==> src/rtl/gps_iq_deser_if.sv <==
// Port bundle for gps_iq_deser: demodulator serial link, CPU FIFO read side and status flags.
// The slave modport is the deserializer's view; the master modport belongs to whoever drives it.
interface gps_iq_deser_if #(
    parameter int INTEG_BITS = 20,
    parameter int DEPTH      = 32,
    parameter int CNT_BITS   = 8
);
    logic                       enable;
    logic                       epoch;
    logic                       sin;
    logic                       shift;
    logic                       rd_en;
    logic [INTEG_BITS-1:0]      rd_data;
    logic                       rd_empty;
    logic [$clog2(DEPTH):0]     level;
    logic                       busy;
    logic                       set_done;
    logic                       overrun;
    logic [CNT_BITS-1:0]        dropped;
    logic                       clr_flags;

    modport slave (
        input  enable, epoch, sin, rd_en, clr_flags,
        output shift, rd_data, rd_empty, level, busy, set_done, overrun, dropped
    );

    modport master (
        output enable, epoch, sin, rd_en, clr_flags,
        input  shift, rd_data, rd_empty, level, busy, set_done, overrun, dropped
    );
endinterface

==> src/rtl/gps_iq_deser.sv <==
// Captures the demodulator's serialized E/P/L I/Q snapshot into a show-ahead FIFO.
// Fields are staged behind a committed write pointer so a whole snapshot appears atomically.
module gps_iq_deser #(
    parameter int INTEG_BITS = 20,
    parameter int NFIELDS    = 6,
    parameter int DEPTH      = 32,
    parameter int CNT_BITS   = 8
) (
    input  logic               clk,
    input  logic               rst,
    gps_iq_deser_if.slave      io
);
    localparam int AW = $clog2(DEPTH);
    localparam int BW = (INTEG_BITS > 1) ? $clog2(INTEG_BITS) : 1;
    localparam int FW = (NFIELDS > 1) ? $clog2(NFIELDS) : 1;
    localparam logic [AW:0] PTR_ONE = (AW+1)'(1);

    typedef enum logic {IDLE, SHIFT} state_t;

    state_t                 state;
    logic [INTEG_BITS-1:0]  mem [DEPTH];
    logic [AW:0]            wptr, wcmt, rptr;
    logic [BW-1:0]          bit_cnt;
    logic [FW-1:0]          fld_cnt;
    logic [INTEG_BITS-1:0]  sr;
    logic [INTEG_BITS-1:0]  push_data;
    logic                   push_vld, push_last;
    logic                   busy, set_done, overrun;
    logic [CNT_BITS-1:0]    dropped;

    logic [AW:0]            level;
    logic [AW+1:0]          room;
    logic                   room_ok, empty, start, abort, pop, push_ok;
    logic [INTEG_BITS-1:0]  sr_next;

    assign level   = wcmt - rptr;
    assign empty   = (level == '0);
    assign room    = (AW+2)'(DEPTH) - {1'b0, level};
    assign room_ok = (room >= (AW+2)'(NFIELDS));
    assign start   = io.epoch & io.enable;
    // An epoch any time busy is high (including the final push cycle) voids the snapshot.
    assign abort   = start & busy;
    assign pop     = io.rd_en & ~empty;
    assign push_ok = push_vld & ~abort;
    assign sr_next = {sr[INTEG_BITS-2:0], io.sin};

    always_ff @(posedge clk) begin
        if (push_ok) mem[wptr[AW-1:0]] <= push_data;
    end

    always_ff @(posedge clk) begin
        if (rst) begin
            state     <= IDLE;
            wptr      <= '0;
            wcmt      <= '0;
            rptr      <= '0;
            bit_cnt   <= '0;
            fld_cnt   <= '0;
            sr        <= '0;
            push_data <= '0;
            push_vld  <= 1'b0;
            push_last <= 1'b0;
            busy      <= 1'b0;
            set_done  <= 1'b0;
            overrun   <= 1'b0;
            dropped   <= '0;
        end else begin
            set_done  <= 1'b0;
            push_vld  <= 1'b0;
            push_last <= 1'b0;

            if (io.clr_flags) begin
                overrun <= 1'b0;
                dropped <= '0;
            end

            if (pop) rptr <= rptr + PTR_ONE;

            if (push_ok) begin
                wptr <= wptr + PTR_ONE;
                if (push_last) begin
                    wcmt <= wptr + PTR_ONE;
                    busy <= 1'b0;
                end
            end

            if (start) begin
                if (abort) begin
                    overrun <= 1'b1;
                    wptr    <= wcmt;
                end
                bit_cnt <= '0;
                fld_cnt <= '0;
                if (room_ok) begin
                    state <= SHIFT;
                    busy  <= 1'b1;
                end else begin
                    state <= IDLE;
                    busy  <= 1'b0;
                    if (dropped != {CNT_BITS{1'b1}}) dropped <= dropped + 1'b1;
                end
            end else if (state == SHIFT) begin
                sr <= sr_next;
                if (bit_cnt == BW'(INTEG_BITS-1)) begin
                    bit_cnt   <= '0;
                    push_vld  <= 1'b1;
                    push_data <= sr_next;
                    if (fld_cnt == FW'(NFIELDS-1)) begin
                        state     <= IDLE;
                        fld_cnt   <= '0;
                        push_last <= 1'b1;
                        set_done  <= 1'b1;
                    end else begin
                        fld_cnt <= fld_cnt + 1'b1;
                    end
                end else begin
                    bit_cnt <= bit_cnt + 1'b1;
                end
            end
        end
    end

    assign io.shift    = (state == SHIFT);
    assign io.rd_data  = empty ? '0 : mem[rptr[AW-1:0]];
    assign io.rd_empty = empty;
    assign io.level    = level;
    assign io.busy     = busy;
    assign io.set_done = set_done;
    assign io.overrun  = overrun;
    assign io.dropped  = dropped;
endmodule

==> src/flat_wrapper.sv <==
// flat-port wrapper written by rule: the top's interface ports become plain ports
module gps_iq_deser_flat 
#(
    parameter int INTEG_BITS = 20,
    parameter int NFIELDS    = 6,
    parameter int DEPTH      = 32,
    parameter int CNT_BITS   = 8
)
  (clk, rst, io_enable, io_epoch, io_sin, io_rd_en, io_clr_flags, io_shift, io_rd_data, io_rd_empty, io_level, io_busy, io_set_done, io_overrun, io_dropped);
  gps_iq_deser_if #(.INTEG_BITS(INTEG_BITS), .DEPTH(DEPTH), .CNT_BITS(CNT_BITS)) io_i ();
  input  logic clk;
  input  logic rst;
  input wire logic [$bits(io_i.enable)-1:0] io_enable;
  input wire logic [$bits(io_i.epoch)-1:0] io_epoch;
  input wire logic [$bits(io_i.sin)-1:0] io_sin;
  input wire logic [$bits(io_i.rd_en)-1:0] io_rd_en;
  input wire logic [$bits(io_i.clr_flags)-1:0] io_clr_flags;
  output wire logic [$bits(io_i.shift)-1:0] io_shift;
  output wire logic [$bits(io_i.rd_data)-1:0] io_rd_data;
  output wire logic [$bits(io_i.rd_empty)-1:0] io_rd_empty;
  output wire logic [$bits(io_i.level)-1:0] io_level;
  output wire logic [$bits(io_i.busy)-1:0] io_busy;
  output wire logic [$bits(io_i.set_done)-1:0] io_set_done;
  output wire logic [$bits(io_i.overrun)-1:0] io_overrun;
  output wire logic [$bits(io_i.dropped)-1:0] io_dropped;
  assign io_i.enable = io_enable;
  assign io_i.epoch = io_epoch;
  assign io_i.sin = io_sin;
  assign io_i.rd_en = io_rd_en;
  assign io_i.clr_flags = io_clr_flags;
  assign io_shift = io_i.shift;
  assign io_rd_data = io_i.rd_data;
  assign io_rd_empty = io_i.rd_empty;
  assign io_level = io_i.level;
  assign io_busy = io_i.busy;
  assign io_set_done = io_i.set_done;
  assign io_overrun = io_i.overrun;
  assign io_dropped = io_i.dropped;
  gps_iq_deser #(.INTEG_BITS(INTEG_BITS), .NFIELDS(NFIELDS), .DEPTH(DEPTH), .CNT_BITS(CNT_BITS)) u_core (.clk(clk), .rst(rst), .io(io_i));
endmodule
==> config.mk <==
export PLATFORM = sky130hd
export DESIGN_NAME = gps_iq_deser_flat
export DESIGN_NICKNAME = d
export VERILOG_FILES = /design/src/rtl/gps_iq_deser_if.sv /design/src/rtl/gps_iq_deser.sv /design/src/flat_wrapper.sv
export SDC_FILE = /design/constraint.sdc
export NUM_CORES = 1
export LEC_CHECK = 0
export ABC_AREA = 1
export CAP_MARGIN = 20
export CORE_ASPECT_RATIO = 2
export CORE_MARGIN = 4
export CORE_UTILIZATION = 45
export DETAILED_ROUTE_END_ITERATION = 10
export PLACE_DENSITY = 0.72
export SYNTH_ARGS = -nofsm -noshare
export SYNTH_HDL_FRONTEND = slang
export SYNTH_SLANG_ARGS = --single-unit
==> constraint.sdc <==
create_clock -name clk -period 3.2 [get_ports clk]
set_input_delay 0.48 -clock clk [delete_from_list [all_inputs] [get_ports clk]]
set_output_delay 0.48 -clock clk [all_outputs]
set_load 0.02 [all_outputs]
; ---- Word-level counts from Yosys, hierarchy flattened
; Memory sizes are Yosys's and may differ from the RTL's. A register that Yosys moved wholly into a read port is not among the register bits.
; Cells that the tools add are included.
[op_classes]
n_addsub = 7
order_cmp = 1
eq_ne = 3
muxes = 27
bitwise_logic = 9
n_reduce_logical = 11
[ops]
columns = op, n
row1 = 8-bit 2-to-1 mux, 4
row2 = 20-bit 2-to-1 mux, 1
row3 = 6-bit 2-to-1 mux, 3
row4 = 1-bit 2-to-1 mux, 15
row5 = 5-bit 2-to-1 mux, 3
row6 = "6-bit by 1-bit adder with 6-bit output, second input constant", 2
row7 = "8-bit by 1-bit adder with 8-bit output, second input constant", 1
row8 = "8-bit != test, second input constant", 1
row9 = 2-bit AND reduction, 4
row10 = "7-bit by 3-bit >= comparator with 1-bit output, second input constant", 1
row11 = "6-bit by 6-bit subtractor with 7-bit output, first input constant", 1
row12 = 6-bit zero test, 1
row13 = 6-bit subtractor, 1
row14 = "5-bit by 1-bit adder with 5-bit output, second input constant", 1
row15 = "5-bit == test, second input constant", 1
row16 = 1-bit inverter, 5
row17 = 1-bit AND, 4
row18 = 2-bit nonzero test, 2
row19 = 4-bit OR reduction, 1
row20 = "3-bit by 1-bit adder with 3-bit output, second input constant", 1
row21 = "3-bit == test, second input constant", 1
row22 = 3-bit 2-to-1 mux, 1
row23 = 3-bit AND reduction, 1
row24 = 3-bit OR reduction, 1
row25 = 2-bit OR reduction, 1
[word_totals]
reg_bits = 78
ram_bits = 640
in_bits = 7
out_inout_bits = 39
word_cells = 72
mem_count = 1
[mem_list]
columns = name, words, word_bits, rd, rd_ports_with_merged_regs, write_ports, line
row1 = u_core.mem, 32, 20, 1, 1, 1, gps_iq_deser.sv:21  ; logic [INTEG_BITS-1:0] mem [DEPTH];

; ---- Logic depth before layout (Yosys ltp)
[depth]
depth_word = 7
mapped_depth = 17
ltp_nobuf = 16

; ---- Least setup slack after synthesis
; Ideal clock, no wire load.
[synth_timing]
path_type = flip-flop to output port
startpoint = register u_core.rptr[0]
endpoint = output io_rd_data[10]
t_arrival_ns = 2.385
required_ns = 2.720
path_slack_ns = 0.335
path_stages_with_launch = 12
path_buffers = 1
cell_sequence = dfxtp_1 -> ha_1 -> fa_1 -> ha_1 -> nand3_2 -> inv_1 -> nand3_2 -> nor2_1 -> nand2_1 -> inv_1 -> buf_2 -> nor3_1
[synth_between]
elab_chain_len = 3
[synth_lines]
columns = element, line
row1 = "start, declared", gps_iq_deser.sv:22  ; logic [AW:0] wptr, wcmt, rptr;
row2 = "start signal, assigned", gps_iq_deser.sv:77  ; if (pop) rptr <= rptr + PTR_ONE;
row3 = 6-bit subtractor, gps_iq_deser.sv:36  ; assign level = wcmt - rptr;
row4 = 6-bit zero test, gps_iq_deser.sv:37  ; assign empty = (level == '0);
row5 = via io_rd_empty, flat_wrapper.sv:20  ; output wire logic [$bits(io_i.rd_empty)-1:0] io_rd_empty;
row6 = 20-bit 2-to-1 mux, gps_iq_deser.sv:124  ; assign io.rd_data = empty ? '0 : mem[rptr[AW-1:0]];
row7 = "end, declared", flat_wrapper.sv:19  ; output wire logic [$bits(io_i.rd_data)-1:0] io_rd_data;
; The timed path passes the listed nets, and every way through them passes these cells.

; ---- Worst setup path in the final report
[layout_timing]
startpoint = register u_core.wcmt[0]
endpoint = output io_rd_data[18]
[layout_between]
elab_chain_len = 3
[layout_lines]
columns = element, line
row1 = "start, declared", gps_iq_deser.sv:22
row2 = "start signal, assigned", gps_iq_deser.sv:82  ; wcmt <= wptr + PTR_ONE;
row3 = 6-bit subtractor, gps_iq_deser.sv:36
row4 = 6-bit zero test, gps_iq_deser.sv:37
row5 = 20-bit 2-to-1 mux, gps_iq_deser.sv:124
; No other way between the ends.

==> flow_summary.yaml <==
status:
  status: "complete, but fails checks"
  violations: "setup timing"
place:
  dp_hpwl_mm: 46.8
  gp_congestion: 0.823
  port_buffers: 45
  dpl_cell_area_mm2: 0.0315
final_layout:
  fin_nets: 2612
  drive_gt1_frac: 0.125
  synthToLayoutAreaGrowth_pct: 16.9
  final_area_mm2: 0.0341
sta:
  worst_pin_slew_ps: 1110
  fin_crit_ps: 3250
  timing.final.crit_share: 1.02
  finalHoldViolCount: 0
  hold_ws_ps: 466
  clock.fmax_mhz: 308
  maxSlewHeadroom: 0.258
  worst_clock_skew_ps: 38.0
  worst_slack_ps: -51.5
  rsz0062_at_grt: "yes"
  setup_viol: 20
  drv_slew: 0
floorplan:
  die-area_mm2: 0.0692
  die_w_um: 188
  boundaryPins: 46
  die_y_um: 368
  core_mm2: 0.0641
  start_util: 0.455
  placementRows: 131
power_and_ir_drop:
  powerDensity_mw_per_mm2: 562
  seq_power_share: 0.531
  p_comb_frac: 0.106
  p_clk_frac: 0.363
  switching_power_mw: 4.52
  p_leak_nw: 12.2
  p_int_mw: 14.6
  ir_drop_uv: 524
  switching_share: 0.236
synthesis:
  synth-edff-count: 640
  netlist_instances: 2508
  synthAdderAreaFrac: 0.00669
  synth_top_family_by_area: "simple AND/OR/NAND/NOR gates"
  yosysWarnings: 0
  synthDistinctLibCells: 32
  synthXorXnorAreaFrac: 0.00330
  synth_compound_area_frac: 0.0780
  yosysTopAreaCellShare: 0.659
  synth_area_mm2: 0.0292
  yosys.area.top_type: "edfxtp_1"
  syn_avg_cell_area_um2: 11.6
  async_flop_share: 0
  synth.area.top_cells: "edfxtp_1 (66%), nand2_1 (7.9%), nand3_1 (6.2%)"
  ys_seq_area_frac: 0.716
  synthSimpleGateAreaFrac: 0.161
  ys_ff_latch: 723
  synth_ff_type: "edfxtp_1"
  synthMuxAreaShare: 0
  syn_nets: 2530
global_routing:
  grt_pass1_wl_mm: 115
  grt_use_total: 0.211
  antenna_found_initial: 1
  grt_pass1_vias: 20091
  grt_start_max_net_pins: 86
  grt_overflow_total: 0
route:
  drt-met1-wl_mm: 26.9
  dr_wl_met3_mm: 5.15
  num_vias: 20039
  wl_met2_mm: 40.4
  drc: 0
  drtAntennaViolNets: 0
  drtPass1Iterations: 6
  wire_per_inst_um: 21.8
  first_iter_violations: 2182
  highest_layer: "met4"
  wl_mm: 76.3
  vias_per_cell: 5.72
clock_network:
  numCtsBuffers: 57
  tritoncts: "built"
  clock_path_buffers: 3
  worstSkewPairLatency_ps: 610
  cts.sinks: 723
  htreeDepth: 2
  root_buffer: "clkbuf_16"
  path_clk_slew_ps: 70
critical_path:
  start_kind: "register"
  worst-path-max-fanout: 2
  worstSetupPathType: "register to primary output"
  worst-r2r-cell-count: 15
  endpoint_kind: "primary output"
  required_ps: 2720
  critical_path_arrival_ps: 2770
min_path:
  min_path_cells: 3
  holdCritPathClass: "input pin to register"
job:
  maxCapViolations: 0
through the flow:
stage / total power [mW] / util / TNS [ps] / setup WS, ps / cells
2_1_floorplan: 11.6 / - / 0 / 335 / 2508
3_3_place_gp: 12.2 / 0.492 / -2280 / -119 / 3370
3_5_place_dp: 12.2 / 0.492 / -2490 / -200 / 3370
4_1_cts: 19.1 / 0.524 / -2090 / -122 / 3482
5_1_grt: 19.8 / 0.532 / -2420 / -149 / 3500
6_report: 19.2 / 0.532 / -579 / -51.5 / 3502
cells in the mapped netlist, types with 3 or more instances:
cell      number
inv_2          4
buf_1         18
a211oi_1       5
nand3_1      361
ha_1          14
nor2_1        90
nand2_1      615
a21oi_1      247
nor3_1        25
xnor2_1        5
dfxtp_1       83
o21ai_0       71
clkbuf_1      66
nand2_2        6
a22oi_1       72
nand4_1        5
xor2_1         6
o221ai_1       8
buf_2         73
edfxtp_1     640
nor2_2         3
inv_1         77
metal layers:
layer,global-route usage,vias to the layer above
li1,-,9102
met2,0.386,883
met4,0.110,0
met1,0.237,9831
met5,0,-
met3,0.0317,223
registers in the layout (all words and copies together) (netlist names), named ones only:
name,flops
u_core.bit_cnt,5
u_core.fld_cnt,3
u_core.io.busy,1
u_core.io.dropped,8
u_core.io.overrun,1
u_core.io.shift,1
u_core.mem,640
u_core.push_data,20
u_core.push_last,1
u_core.push_vld,1
u_core.rptr,6
u_core.sr,19
u_core.wcmt,6
u_core.wptr,6
cell usage in the layout, fill, tap and decap left out, types with 6 or more instances in the layout:
cell,n
edfxtp_1,640
nand2_1,614
nand3_1,360
a21oi_1,244
buf_4,78
dfxtp_1,76
inv_1,74
a22oi_1,72
o21ai_0,71
clkbuf_16,58
nor2_1,56
buf_12,44
nor2_2,36
clkdlybuf4s50_1,23
buf_6,19
nor3_4,15
clkbuf_1,14
buf_16,13
ha_1,10
clkinv_1,10
clkinv_2,9
o221ai_1,8
nand2_2,6
xor2_1,6
path summary, 6_finish.rpt:
check                                    from                                end  slack, ps
hold / removal                         io_sin   u_core.push_data[0]$_SDFFE_PP0P_        470
setup reg to reg  u_core.wcmt[0]$_SDFFE_PP0P_    u_core.io.dropped[6]$_SDFF_PP0_        390
hold reg to reg    u_core.sr[13]$_SDFFE_PP0P_  u_core.push_data[14]$_SDFFE_PP0P_        470
setup / recovery  u_core.wcmt[0]$_SDFFE_PP0P_                     io_rd_data[18]        -50
worst max-delay path, cell delays in order (launching register included):
cell and delay [ps]:
dfxtp_2 340, inv_2 50, ha_4 150, fa_1 510, ha_2 200, nand3_2 80
inv_2 80, nand3_4 90, nor2_4 110, nand2_4 110, buf_6 150, and3_4 180
buf_6 130
power groups by stage:
stage                     clock (mW)  combinational [mW]  sequential, mW
final                           6.95                2.03            10.2
after global routing            7.41                2.21            10.2
after CTS                       7.03                1.94            10.2
after detailed placement           0                1.86            10.4
after global placement             0                1.80            10.4
after floorplan                    0                1.19            10.4
logic make-up after synthesis:
| logic type | count (synthesis) |
|---|---|
| AND/OR/NAND/NOR | 1110 |
| flip-flops | 723 |
| AO/OA/AOI/OAI | 408 |
| buffers and inverters | 241 |
| adder cells (fa/ha/maj) | 15 |
| XOR/XNOR | 11 |
cell type report:
| cell class | instances | area (um2) |
|---|---|---|
| Antenna cell | 2 | 5.00 |
| Clock buffer | 75 | 1550 |
| Clock inverter | 30 | 262 |
| Fill cell | 5133 | 30000 |
| Inverter | 81 | 327 |
| Multi-Input combinational cell | 1544 | 7630 |
| Sequential cell | 723 | 20900 |
| Tap cell | 864 | 1080 |
| Timing Repair Buffer | 183 | 2350 |
what timing repair did:
item | 4_1_cts | 5_1_grt
gates resized for setup | 174 | 36
setup buffers | 4 | 5
pin swaps | 12 | 12
endpoints found under the setup margin | 22 | 22
hold buffers | 0 | 0
gates cloned | 3 | 0
(Power assumes the default switching activity.)
